$ cat src/rtl/alineador_mantisas_pipe.sv
// Two-stage pipelined mantissa aligner for the floating-point adder.
// S1 picks the common exponent and orders the operands by exponent.
// S2 right-shifts the smaller mantissa with sticky collection and routes
// both mantissas back to their A/B positions.
module alineador_mantisas_pipe #(
    parameter int EXP_W = 8,
    parameter int MAN_W = 24,
    parameter int GRS_W = 3
) (
    input  logic                   clk,
    input  logic                   rst,
    input  logic                   in_valid,
    output logic                   in_ready,
    input  logic [EXP_W-1:0]       exp_a,
    input  logic [EXP_W-1:0]       exp_b,
    input  logic [MAN_W-1:0]       man_a,
    input  logic [MAN_W-1:0]       man_b,
    output logic                   out_valid,
    input  logic                   out_ready,
    output logic [EXP_W-1:0]       exp_comun,
    output logic [MAN_W+GRS_W-1:0] man_a_al,
    output logic [MAN_W+GRS_W-1:0] man_b_al,
    output logic                   a_mayor,
    output logic                   desplaz_sat
);

    localparam int EXT_W = MAN_W + GRS_W;

    // Stage-1 state
    logic             v1;
    logic [EXP_W-1:0] s1_exp;
    logic             s1_a_mayor;
    logic [EXP_W-1:0] s1_diff;
    logic [EXT_W-1:0] s1_big;
    logic [EXT_W-1:0] s1_small;

    // Stage-2 valid; the S2 data registers are the outputs themselves
    logic v2;

    logic adv1;
    logic adv2;

    // Stall chain: a stage advances if it is empty or the stage after it advances
    always_comb begin
        adv2     = !v2 || out_ready;
        adv1     = !v1 || adv2;
        in_ready = adv1;
    end

    assign out_valid = v2;

    // Exponent comparison: sign of the (EXP_W+1)-bit difference decides the order
    logic [EXP_W:0]   diff_raw;
    logic             exp_a_ge;
    logic [EXP_W-1:0] diff_mag;

    always_comb begin
        diff_raw = {1'b0, exp_a} - {1'b0, exp_b};
        exp_a_ge = !diff_raw[EXP_W];
        diff_mag = exp_a_ge ? (exp_a - exp_b) : (exp_b - exp_a);
    end

    // S1 register: common exponent, ordering flag, distance, extended mantissas
    always_ff @(posedge clk or posedge rst) begin
        // NOTE: sequential state uses non-blocking assignments so every register
        // samples the pre-edge values; blocking here would create ordering races.
        if (rst) begin
            v1         <= 1'b0;
            s1_exp     <= '0;
            s1_a_mayor <= 1'b0;
            s1_diff    <= '0;
            s1_big     <= '0;
            s1_small   <= '0;
        end else if (adv1) begin
            v1 <= in_valid;
            if (in_valid) begin
                s1_exp     <= exp_a_ge ? exp_a : exp_b;
                s1_a_mayor <= exp_a_ge;
                s1_diff    <= diff_mag;
                s1_big     <= exp_a_ge ? {man_a, GRS_W'(0)} : {man_b, GRS_W'(0)};
                s1_small   <= exp_a_ge ? {man_b, GRS_W'(0)} : {man_a, GRS_W'(0)};
            end
        end
    end

    // Right shift of the smaller mantissa with sticky; saturates to the OR of all bits
    logic             sat;
    logic [EXT_W-1:0] shifted;
    logic [EXT_W-1:0] lost_mask;
    logic [EXT_W-1:0] small_al;

    always_comb begin
        // NOTE: every signal of this block is assigned before any conditional,
        // so no path leaves a value unassigned and no latch is inferred.
        sat       = 32'(s1_diff) >= 32'(EXT_W);
        shifted   = s1_small >> s1_diff;
        lost_mask = ~({EXT_W{1'b1}} << s1_diff);
        small_al  = {shifted[EXT_W-1:1],
                     shifted[0] | (|(s1_small & lost_mask)) | s1_small[0]};
        if (sat) begin
            small_al = {{(EXT_W-1){1'b0}}, |s1_small};
        end
    end

    // S2 register: aligned pair back in A/B order, held while the consumer stalls
    always_ff @(posedge clk or posedge rst) begin
        if (rst) begin
            v2          <= 1'b0;
            exp_comun   <= '0;
            a_mayor     <= 1'b0;
            desplaz_sat <= 1'b0;
            man_a_al    <= '0;
            man_b_al    <= '0;
        end else if (adv2) begin
            v2 <= v1;
            if (v1) begin
                exp_comun   <= s1_exp;
                a_mayor     <= s1_a_mayor;
                desplaz_sat <= sat;
                man_a_al    <= s1_a_mayor ? s1_big : small_al;
                man_b_al    <= s1_a_mayor ? small_al : s1_big;
            end
        end
    end

endmodule
$ cat config.mk
export PLATFORM = sky130hd
export DESIGN_NAME = alineador_mantisas_pipe
export DESIGN_NICKNAME = d
export VERILOG_FILES = /design/src/rtl/alineador_mantisas_pipe.sv
export SDC_FILE = /design/constraint.sdc
export NUM_CORES = 1
export LEC_CHECK = 0
export CAP_MARGIN = 20
export CORE_ASPECT_RATIO = 1.25
export CORE_UTILIZATION = 33
export DETAILED_ROUTE_END_ITERATION = 16
export PLACE_DENSITY = 0.61
export SYNTH_ARGS = -nofsm -noshare
export SYNTH_HDL_FRONTEND = slang
export SYNTH_SLANG_ARGS = --single-unit
export TNS_END_PERCENT = 5
$ cat constraint.sdc
create_clock -name clk -period 5.15 [get_ports clk]
set_input_delay 1.03 -clock clk [delete_from_list [all_inputs] [get_ports clk]]
set_output_delay 1.03 -clock clk [all_outputs]
set_load 0.02 [all_outputs]
; ---- Yosys cells after proc, flatten, opt, wreduce, memory -nomap -nowiden
; Index checks and enable logic that the tools add are counted.
; W data, S select, Z words.
[totals]
word_cells = 38
mem_bits_ro = 0
latch_bits = 0
ff_bits = 137
ramBits = 0
mem_count = 0
output_inout_bits = 66
inputBits = 68
[op_classes]
n_mux = 7
n_shift = 2
n_mul = 0
n_eq_ne = 0
addsub = 3
bitwise = 4
reduce_logical = 9
n_lt_le_gt_ge = 1
n_div = 0
[ops]
columns = cell, count
row1 = $mux W27, 5
row2 = $reduce_or A27 Y1, 2
row3 = $and A27 B27 Y27, 1
row4 = $not A27 Y27, 1
row5 = $shl A27 B8 Y27 const A, 1
row6 = $shr A27 B8 Y27, 1
row7 = $mux W8, 2
row8 = $sub A8 B8 Y8, 2
row9 = $sub A8 B8 Y9, 1
row10 = $ge A8 B5 Y1 const B, 1
row11 = $reduce_and A2 Y1, 2
row12 = $logic_not A1 Y1, 3
row13 = $logic_or A1 B1 Y1, 2
row14 = $or A1 B1 Y1, 2

; ---- Depth between registers and ports, before layout
; Gate-level depths: netlist of the first run.
[logic_depth]
word_depth = 8
ltp_mapped = 10
depth_no_buf = 9

; ---- Worst setup path after synthesis of the first run
; OpenSTA, ideal clock, no wires.
[synth_timing]
kind = input to register
start = input exp_a[5]
end = register s1_diff[7]
path_buffers = 2
arrival_ps = 2843
t_required_ps = 5081
path_slack_ps = 2238
setup_time_ps = 69
path_stages = 10
path_cell_list = inv_1 ha_1 buf_2 a2111oi_4 inv_1 o22ai_1 buf_4 mux2_2 a2bb2oi_1 nand3_1
[synth_via]
elab_chain_cells = 2
elab_cells_between_ends = 4
classes_between = add/sub: 3 / mux: 1
[synth_lines]
columns = item, line_no
row1 = from (decl), 14  ; input logic [EXP_W-1:0] exp_a,
row2 = $sub A8 B8 Y8 or $sub A8 B8 Y9 (tied branches), "60, 58"
row3 = $mux W8 (*), 60  ; diff_mag = exp_a_ge ? (exp_a - exp_b) : (exp_b - exp_a);
row4 = to (signal assigned), 79  ; s1_diff <= diff_mag;
row5 = to (decl), 33  ; logic [EXP_W-1:0] s1_diff;
; Mark *: on every way between the ends. The rest lies on a longest branch, timed or not.
; A chain may end at the register's enable or synchronous reset.

; ---- Worst setup path after layout of the first run
[layout_timing]
start = input exp_a[0]
end = register s1_big[19]
[layout_via]
elab_chain_cells = 2
[layout_lines]
columns = item, line_no
row1 = $sub A8 B8 Y9, 58  ; diff_raw = {1'b0, exp_a} - {1'b0, exp_b};
row2 = $mux W27, 80  ; s1_big <= exp_a_ge ? {man_a, GRS_W'(0)} : {man_b, GRS_W'(0)};
row3 = to (signal assigned), 80
row4 = to (decl), 34  ; logic [EXT_W-1:0] s1_big;
; Every way passes these cells.

==> results of run 1 <==
metrics by stage:
step                std cells  hold WS, ns
floorplan                 907        0.439
global placement         1312        0.459
detailed placement       1312        0.462
CTS                      1344        0.478
global route             1344        0.504
finish                   1344        0.474
power groups by stage:
stage | combinational [W] | clock, W | sequential (W)
3_3_place_gp | 0.00150 | 0 | 0.00153
6_report | 0.00152 | 0.00117 | 0.00152
3_5_place_dp | 0.00152 | 0 | 0.00153
4_1_cts | 0.00153 | 0.00119 | 0.00151
5_1_grt | 0.00165 | 0.00123 | 0.00155
2_1_floorplan | 0.000950 | 0 | 0.00152
sequential cells by signal, summed over array words and instances (netlist names):
name         cells
a_mayor          1
desplaz_sat      1
exp_comun        8
man_a_al        27
man_b_al        27
out_valid        1
s1_a_mayor       1
s1_big          24
s1_diff          8
s1_exp           8
s1_small        24
v1               1
critical path, stage by stage:
cell and delay (ns):
clkdlybuf4s50_1 0.51, inv_1 0.06, ha_1 0.22, fa_1 0.41
nor2b_1 0.16, o31a_1 0.23, o22a_2 0.48, buf_4 0.41
mux2i_1 0.22, o21ai_0 0.09
logic make-up (layout without fill, tap and decap cells):
logic type | Yosys count | count (layout)
AOI/OAI and AO/OA | 244 | 244
buffers and inverters | 95 | 202
DFF | 131 | 131
muxes | 109 | 109
and+or+nand+nor | 308 | 308
adders and majority gates | 17 | 17
xor gates and xnor gates | 3 | 3
final cells by class:
class / count / share of cell area [%]
tap: 330 / 3.98
clock inverter: 11 / 1.01
multi-input combinational: 681 / 44.1
clock buffer: 21 / 4.53
inverter: 23 / 0.856
sequential: 131 / 31.6
timing repair buffer: 147 / 14.0
synthesized netlist by cell type (3+ instances only):
library cell    n  area (µm²)
nand3b_1        4        30.0
nand3_1        34         170
o21ai_1         5        25.0
mux4_2         23         518
o221ai_1        6        52.6
o22ai_1        13        81.3
nor4_2          3        37.5
dfrtp_1       131        3280
o21ai_0       100         500
a31oi_1        21         131
a22oi_1         4        30.0
nand2b_1       13        81.3
o31ai_1         3        22.5
nor2b_1         6        37.5
buf_4           5        37.5
o211ai_1        5        37.5
mux2i_1        73         731
inv_1          23        86.3
a2bb2oi_1       3        26.3
and2_1          3        18.8
ha_1           15         188
nand2_1       144         541
buf_6           8        90.1
or3_1           6        37.5
mux2_2         13         146
a21oi_1        52         260
clkbuf_1       38         143
nor4_1          5        31.3
nor2_1         46         173
buf_2          18        90.1
buf_1           3        11.3
o21a_1          5        37.5
a32oi_1         3        26.3
nor3_1         14        70.1
a32o_1          3        30.0
and3_1         18         113
final timing paths:
check	start	endpoint	slack [ns]	cells after the start
setup / recovery	exp_a[0]	s1_big[19]$_DFFE_PP0P_	1.58	10
hold / removal	s1_exp[2]$_DFFE_PP0P_	exp_comun[2]$_DFFE_PP0P_	0.47	2
setup reg to reg	s1_diff[2]$_DFFE_PP0P_	man_b_al[0]$_DFFE_PP0P_	2.26	7
hold reg to reg	s1_exp[2]$_DFFE_PP0P_	exp_comun[2]$_DFFE_PP0P_	0.47	2
max in group asynchronous	rst	s1_small[13]$_DFFE_PP0P_	3.15	3
min in group asynchronous	rst	man_a_al[20]$_DFFE_PP0P_	1.13	2
routing by layer:
layer	wire [µm]	up-vias	global-route usage, %
met3	1470	45	3.55
met5	0	-	0
met2	12300	253	34.3
li1	-	3485	-
met1	10600	3542	25.9
met4	708	0	8.29
==> summary.md, run 1 <==
| Metric | Value |
|---|---|
| Synthesized cell area | around 8300 µm² |
| Tmin final | ~3.6 ns |
| Worst Max-Slew Pin Slew | 0.969 ns |
| Status | completed |
| Commonest non-fill, non-tap cell in the layout | nand2_1 |
| DRT iter0 DRCs | around 530 |
| Top_reg_cell synth | dfrtp_1 |
| Max-cap viol count | 0 |
| DR vias | 7325 |
| Die H | 179 µm |
| Pre-CTS WS | roughly 1.1 ns |
| P_int | 0.00263 W |
| Synth Register Bits | 131 |
| CP Max Fanout | 18 |
| Worst Path Required | roughly 5.4 ns |
| Antenna cell count | 0 |
| GPL Wtd Cong | between 0.9 and 1 |
| Area of the multi-input gates | between 4000 and 5000 µm² |
| Max IR drop VDD | around 230 µV |
| FF/Latch Area | ~3300 µm² |
| Clk_lat worst skew | roughly 0.42 ns |
| Initial antenna violation count | 0 |
| H-tree Lvls | 4 |
| Cell Pwr Density | around 400 nW/µm² |
| Pwr Total | around 0.0042 W |
| CP endpoint kind | flip-flop |
| Period utilisation layout | 69.2% |
| Tot GR Track Use | 20.4% |
| Initial Util | 33.7% |
| Setup bufs post-CTS | 0 |
| Die area | around 26000 µm² |
| Post-CTS Resized | 0 |
| Most frequent cells in the layout | nand2_1 (142), clkdlybuf4s50_1 (133), dfrtp_1 (130), o21ai_0 (100), mux2i_1 (73) |
| Unique masters post-synth | 62 |
| Worst slew margin | a little over a third |
| Post-Route Utilization | between 40% and 50% |
| Largest net degree at the start of global routing | 68 |
| Wire length of the first global-routing pass | roughly 40 mm |
| Clock sinks | between 100 and 150 |
| Layout area overhead | 25.2% |
| CTS tree | yes |
| Hold-fix buffers, CTS | 0 |
| Avg Vias per Cell | about 5.5 |
| Clock transition at path regs | roughly 0.06 ns |
| NetSw | 0.00158 W |
| Kind of critical path | primary input to flip-flop |
| Final Hold Vio Count | 0 |
| Die Span X | between 100 and 150 µm |
| Root Buffer | clkbuf_16 |
| Clk pwr share | 27.8% |
| Site Rows | 64 |
| Complex-gate fraction of the synthesized area | 17.7% |
| Critical Path Start Type | primary input |
| Layout Nets | around 1100 |
| Gr ovfl total | 0 |
| Worst hold path class | flip-flop to flip-flop |
| Combinational power share | between 30% and 40% |
| Core area | between 20000 and 25000 µm² |
| Area post-placement | 9800 µm² |
| Leakage | between 4 and 5 nW |
| Final Skew | ~0.01 ns |
| Worst path arrival time | between 3 and 4 ns |
| EDFF count, synth | 0 |
| Sequential-to-total area share from yosys stat | roughly 40% |
| Design area | around 10000 µm² |
| Buffers on Ports | approximately 130 |
| Synth async-reset ratio | 100% |
| Drt drc | 0 |
| Synth Area in Adders | 2.75% |
| Clock buffer count from CTS | 17 |
| Syn Inst Count | just over 900 |
| Final setup fails | 0 |
| Sw Share | roughly 37% |
| DP HPWL | around 19 mm |
| Fin. max-slew vios | 0 |
| Synth Area per Inst | about 9.1 µm² |
| XOR/XNOR share of the synthesized area | 0.317% |
| Yosys Warn Count | 0 |
| Simple-gate share of the synthesized area | between 10% and 20% |
| Setup ws final | between 1.5 and 2 ns |
| Share of layout cells above drive strength 1 | a little under a tenth |
| Unrepaired setup endpoints after global routing | no |
| DR WL/cell | 18.7 µm |
| Layout fillers | about 2400 |
| Vias in the first global route | between 7000 and 8000 |
| Sequential Power Share | between 30 and 40% |
| Mux cell area share after synthesis | between 10% and 20% |
| Final ANT Viol Nets | 0 |
| Sum Neg Setup Slack | 0 ns |
| First-pass iteration count of the detailed router | 5 |
| Ports | 134 |
| Total Wirelength | 25.1 mm |
| Syn nets | approximately 990 |
| Peak Freq | between 200 and 300 MHz |
| CTS Buffer Depth | 2 |
| Largest family of logic cells by synthesized area | compound AO/OA/AOI/OAI gates |
Note: power is estimated with default switching activity, not from simulation.
==> inputs of run 2 (changes only) <==
==> constraint.sdc (replaced) <==
create_clock -name clk -period 3.7 [get_ports clk]
set_input_delay 0.74 -clock clk [delete_from_list [all_inputs] [get_ports clk]]
set_output_delay 0.74 -clock clk [all_outputs]
set_load 0.02 [all_outputs]
==> run 2 against run 1 <==
  * Via count shrank 0.57%
  * Combinational power up 43%
  * First-iteration DRC count rose by 2.1%
  * Clock skew grew 0.0015 ns
  * Sequential power increased by 38%
  * Non-clock buffer count increased by 13
  * Global-route usage shrank 0.11 points
  * Cell count up 1.0%
  * Critical endpoint is now s1_diff[2]$_DFFE_PP0P_
  * Largest power group is now combinational logic
==> summary.md, run 2 (same netlist as run 1, synthesis figures left out) <==
| Metric | Value |
|---|---|
| Initial Util | 33.7% |
| Worst path arrival time | 3.29 ns |
| Tmin final | between 3 and 4 ns |
| DR WL/cell | 18.5 µm |
| Leakage | 4.41 nW |
| Status | completed |
| Site Rows | 64 |
| Worst Path Required | roughly 4.0 ns |
| Largest net degree at the start of global routing | around 130 |
| Final setup fails | 0 |
| CP Max Fanout | 14 |
| Max IR drop VDD | 347 µV |
| Worst hold path class | flip-flop to flip-flop |
| Slowest CP cell | clkdlybuf4s50_1 |
| Cell Pwr Density | ~570 nW/µm² |
| Sum Neg Setup Slack | 0 ns |
| Buffers on Ports | 133 |
| Total Wirelength | 25.2 mm |
| Max incr delay on CP | 0.50 ns |
| Pre-CTS WS | 0.276 ns |
| Final Skew | roughly 0.012 ns |
| Most frequent cells in the layout | nand2_1 (142), clkdlybuf4s50_1 (133), dfrtp_1 (130), o21ai_0 (100), mux2i_1 (73) |
| Crit-path cells | clkdlybuf4s50_1, inv_1, ha_1, a2111oi_4, inv_1, o22ai_4, buf_12, mux2i_1, xnor2_1, o21ai_0 |
| Clk_lat worst skew | 0.43 ns |
| Setup ws final | roughly 0.70 ns |
| WP depth | 10 |
| Clock buffer count from CTS | 17 |
| Initial antenna violation count | 0 |
| Commonest non-fill, non-tap cell in the layout | nand2_1 |
| Die Span X | around 140 µm |
| Unrepaired setup endpoints after global routing | no |
| R2r setup slk | about 0.88 ns |
| Setup bufs post-CTS | 0 |
| Worst Max-Slew Pin Slew | 0.937 ns |
| Placed instance count | ~1300 |
| Non-filler instance count after layout | about 1400 |
| Clock transition at path regs | approximately 0.070 ns |
| Clock sinks | 131 |
| Drt drc | 0 |
| Avg Vias per Cell | roughly 5.4 |
| Layout Nets | 1099 |
| Core area | around 25000 µm² |
| Kind of critical path | primary input to flip-flop |
| Share of layout cells above drive strength 1 | between 10% and 20% |
| DP HPWL | 18.6 mm |
| Worst slew margin | between 30% and 40% |
| Worst Path Buf+Inv | 4 |
| Ports | about 130 |
| CP delay by family, top | buffers and inverters |
| CP dominant cell by count | inv_1 |
| Final ANT Viol Nets | 0 |
| CP endpoint kind | flip-flop |
| Vias in the first global route | 7108 |
| CTS tree | yes |
| Max-cap viol count | 0 |
| Root Buffer | clkbuf_16 |
| Gr ovfl total | 0 |
| GPL Wtd Cong | 0.880 |
| Wire length of the first global-routing pass | about 40 mm |
| FF-to-FF path depth | 7 |
| Die area | ~26000 µm² |
| DRT iter0 DRCs | between 500 and 600 |
| Tot GR Track Use | 20.3% |
| R2R Path End | man_a_al[0]$_DFFE_PP0P_ |
| Critical Path Start Type | primary input |
| First-pass iteration count of the detailed router | 5 |
| Period utilisation layout | approximately four fifths |
| H-tree Lvls | 4 |
| Biggest regs | man_a_al: 27 flops, man_b_al: 27 flops |
| DR vias | 7283 |
| Hold-critical path depth | 2 |
| FF-to-FF Start | s1_diff[1]$_DFFE_PP0P_ |
| Hold_ws | between 0.4 and 0.5 ns |
| Pwr Total | just under 0.006 W |
| Final Hold Vio Count | 0 |
| Fin. max-slew vios | 0 |
| Post-CTS Resized | 0 |
| Hold-fix buffers, CTS | 0 |
| Hold Path Sink | exp_comun[5]$_DFFE_PP0P_ |
| Peak Freq | between 300 and 400 MHz |
| CTS Buffer Depth | 2 |
| Layout area overhead | 27.1% |
| Hold Startpoint | s1_exp[5]$_DFFE_PP0P_ |
| Die H | 179 µm |
[run 2: changes by cell type in the layout (fill, tap and decap cells not counted), sizes merged]
cell / before / now
clkinv: 6 / 0
clkbuf: 21 / 17
diode: 0 / 1
buf: 14 / 27
inv: 23 / 33
[run 2: how the worst max path moves through the flow]
stage                        start                      to  slack, ns
final                     exp_a[5]  s1_diff[2]$_DFFE_PP0P_       0.70
after floorplan           exp_a[5]  s1_diff[7]$_DFFE_PP0P_       1.08
after global routing      exp_a[5]  s1_diff[2]$_DFFE_PP0P_       0.51
after global placement    exp_a[5]  s1_diff[2]$_DFFE_PP0P_       0.29
after detailed placement  exp_a[5]  s1_diff[2]$_DFFE_PP0P_       0.28
after CTS                 exp_a[5]  s1_diff[2]$_DFFE_PP0P_       0.72
[run 2: routing by layer]
metal | vias up | part of all wire (%) | global-route usage (%)
li1 | 3521 | - | -
met1 | 3512 | 44 | 26.0
met2 | 208 | 50 | 34.3
met3 | 42 | 4.4 | 3.53
met4 | 0 | 2.5 | 7.14
met5 | - | 0 | 0
[run 2: metrics by stage]
step / instance area (µm²) / util, %
after floorplan: 8290 / -
after global placement: 9950 / 40.5
after detailed placement: 9950 / 40.5
after CTS: 10500 / 42.9
after global routing: 10500 / 42.9
final: 10500 / 42.9
[run 2: tightest hold or removal path: stages, from the launching register on]
cell     delay, ns
dfrtp_1       0.34
nand2_1       0.05
nand2_1       0.05
[run 2: area by class of cell]
class	count	area, µm²
Antenna cell	1	2.50
Fill cell	2400	14000
Clock inverter	15	159
Clock buffer	17	425
Sequential cell	131	3280
Inverter	23	90.1
Timing Repair Buffer	160	1600
Multi-Input combinational cell	681	4570
Tap cell	330	413
[run 2: power breakdown]
group          internal, W  leakage [nW]  switching (W)
clock network     0.000956         0.280       0.000732
registers          0.00172          1.62       0.000382
logic              0.00101          2.51        0.00118
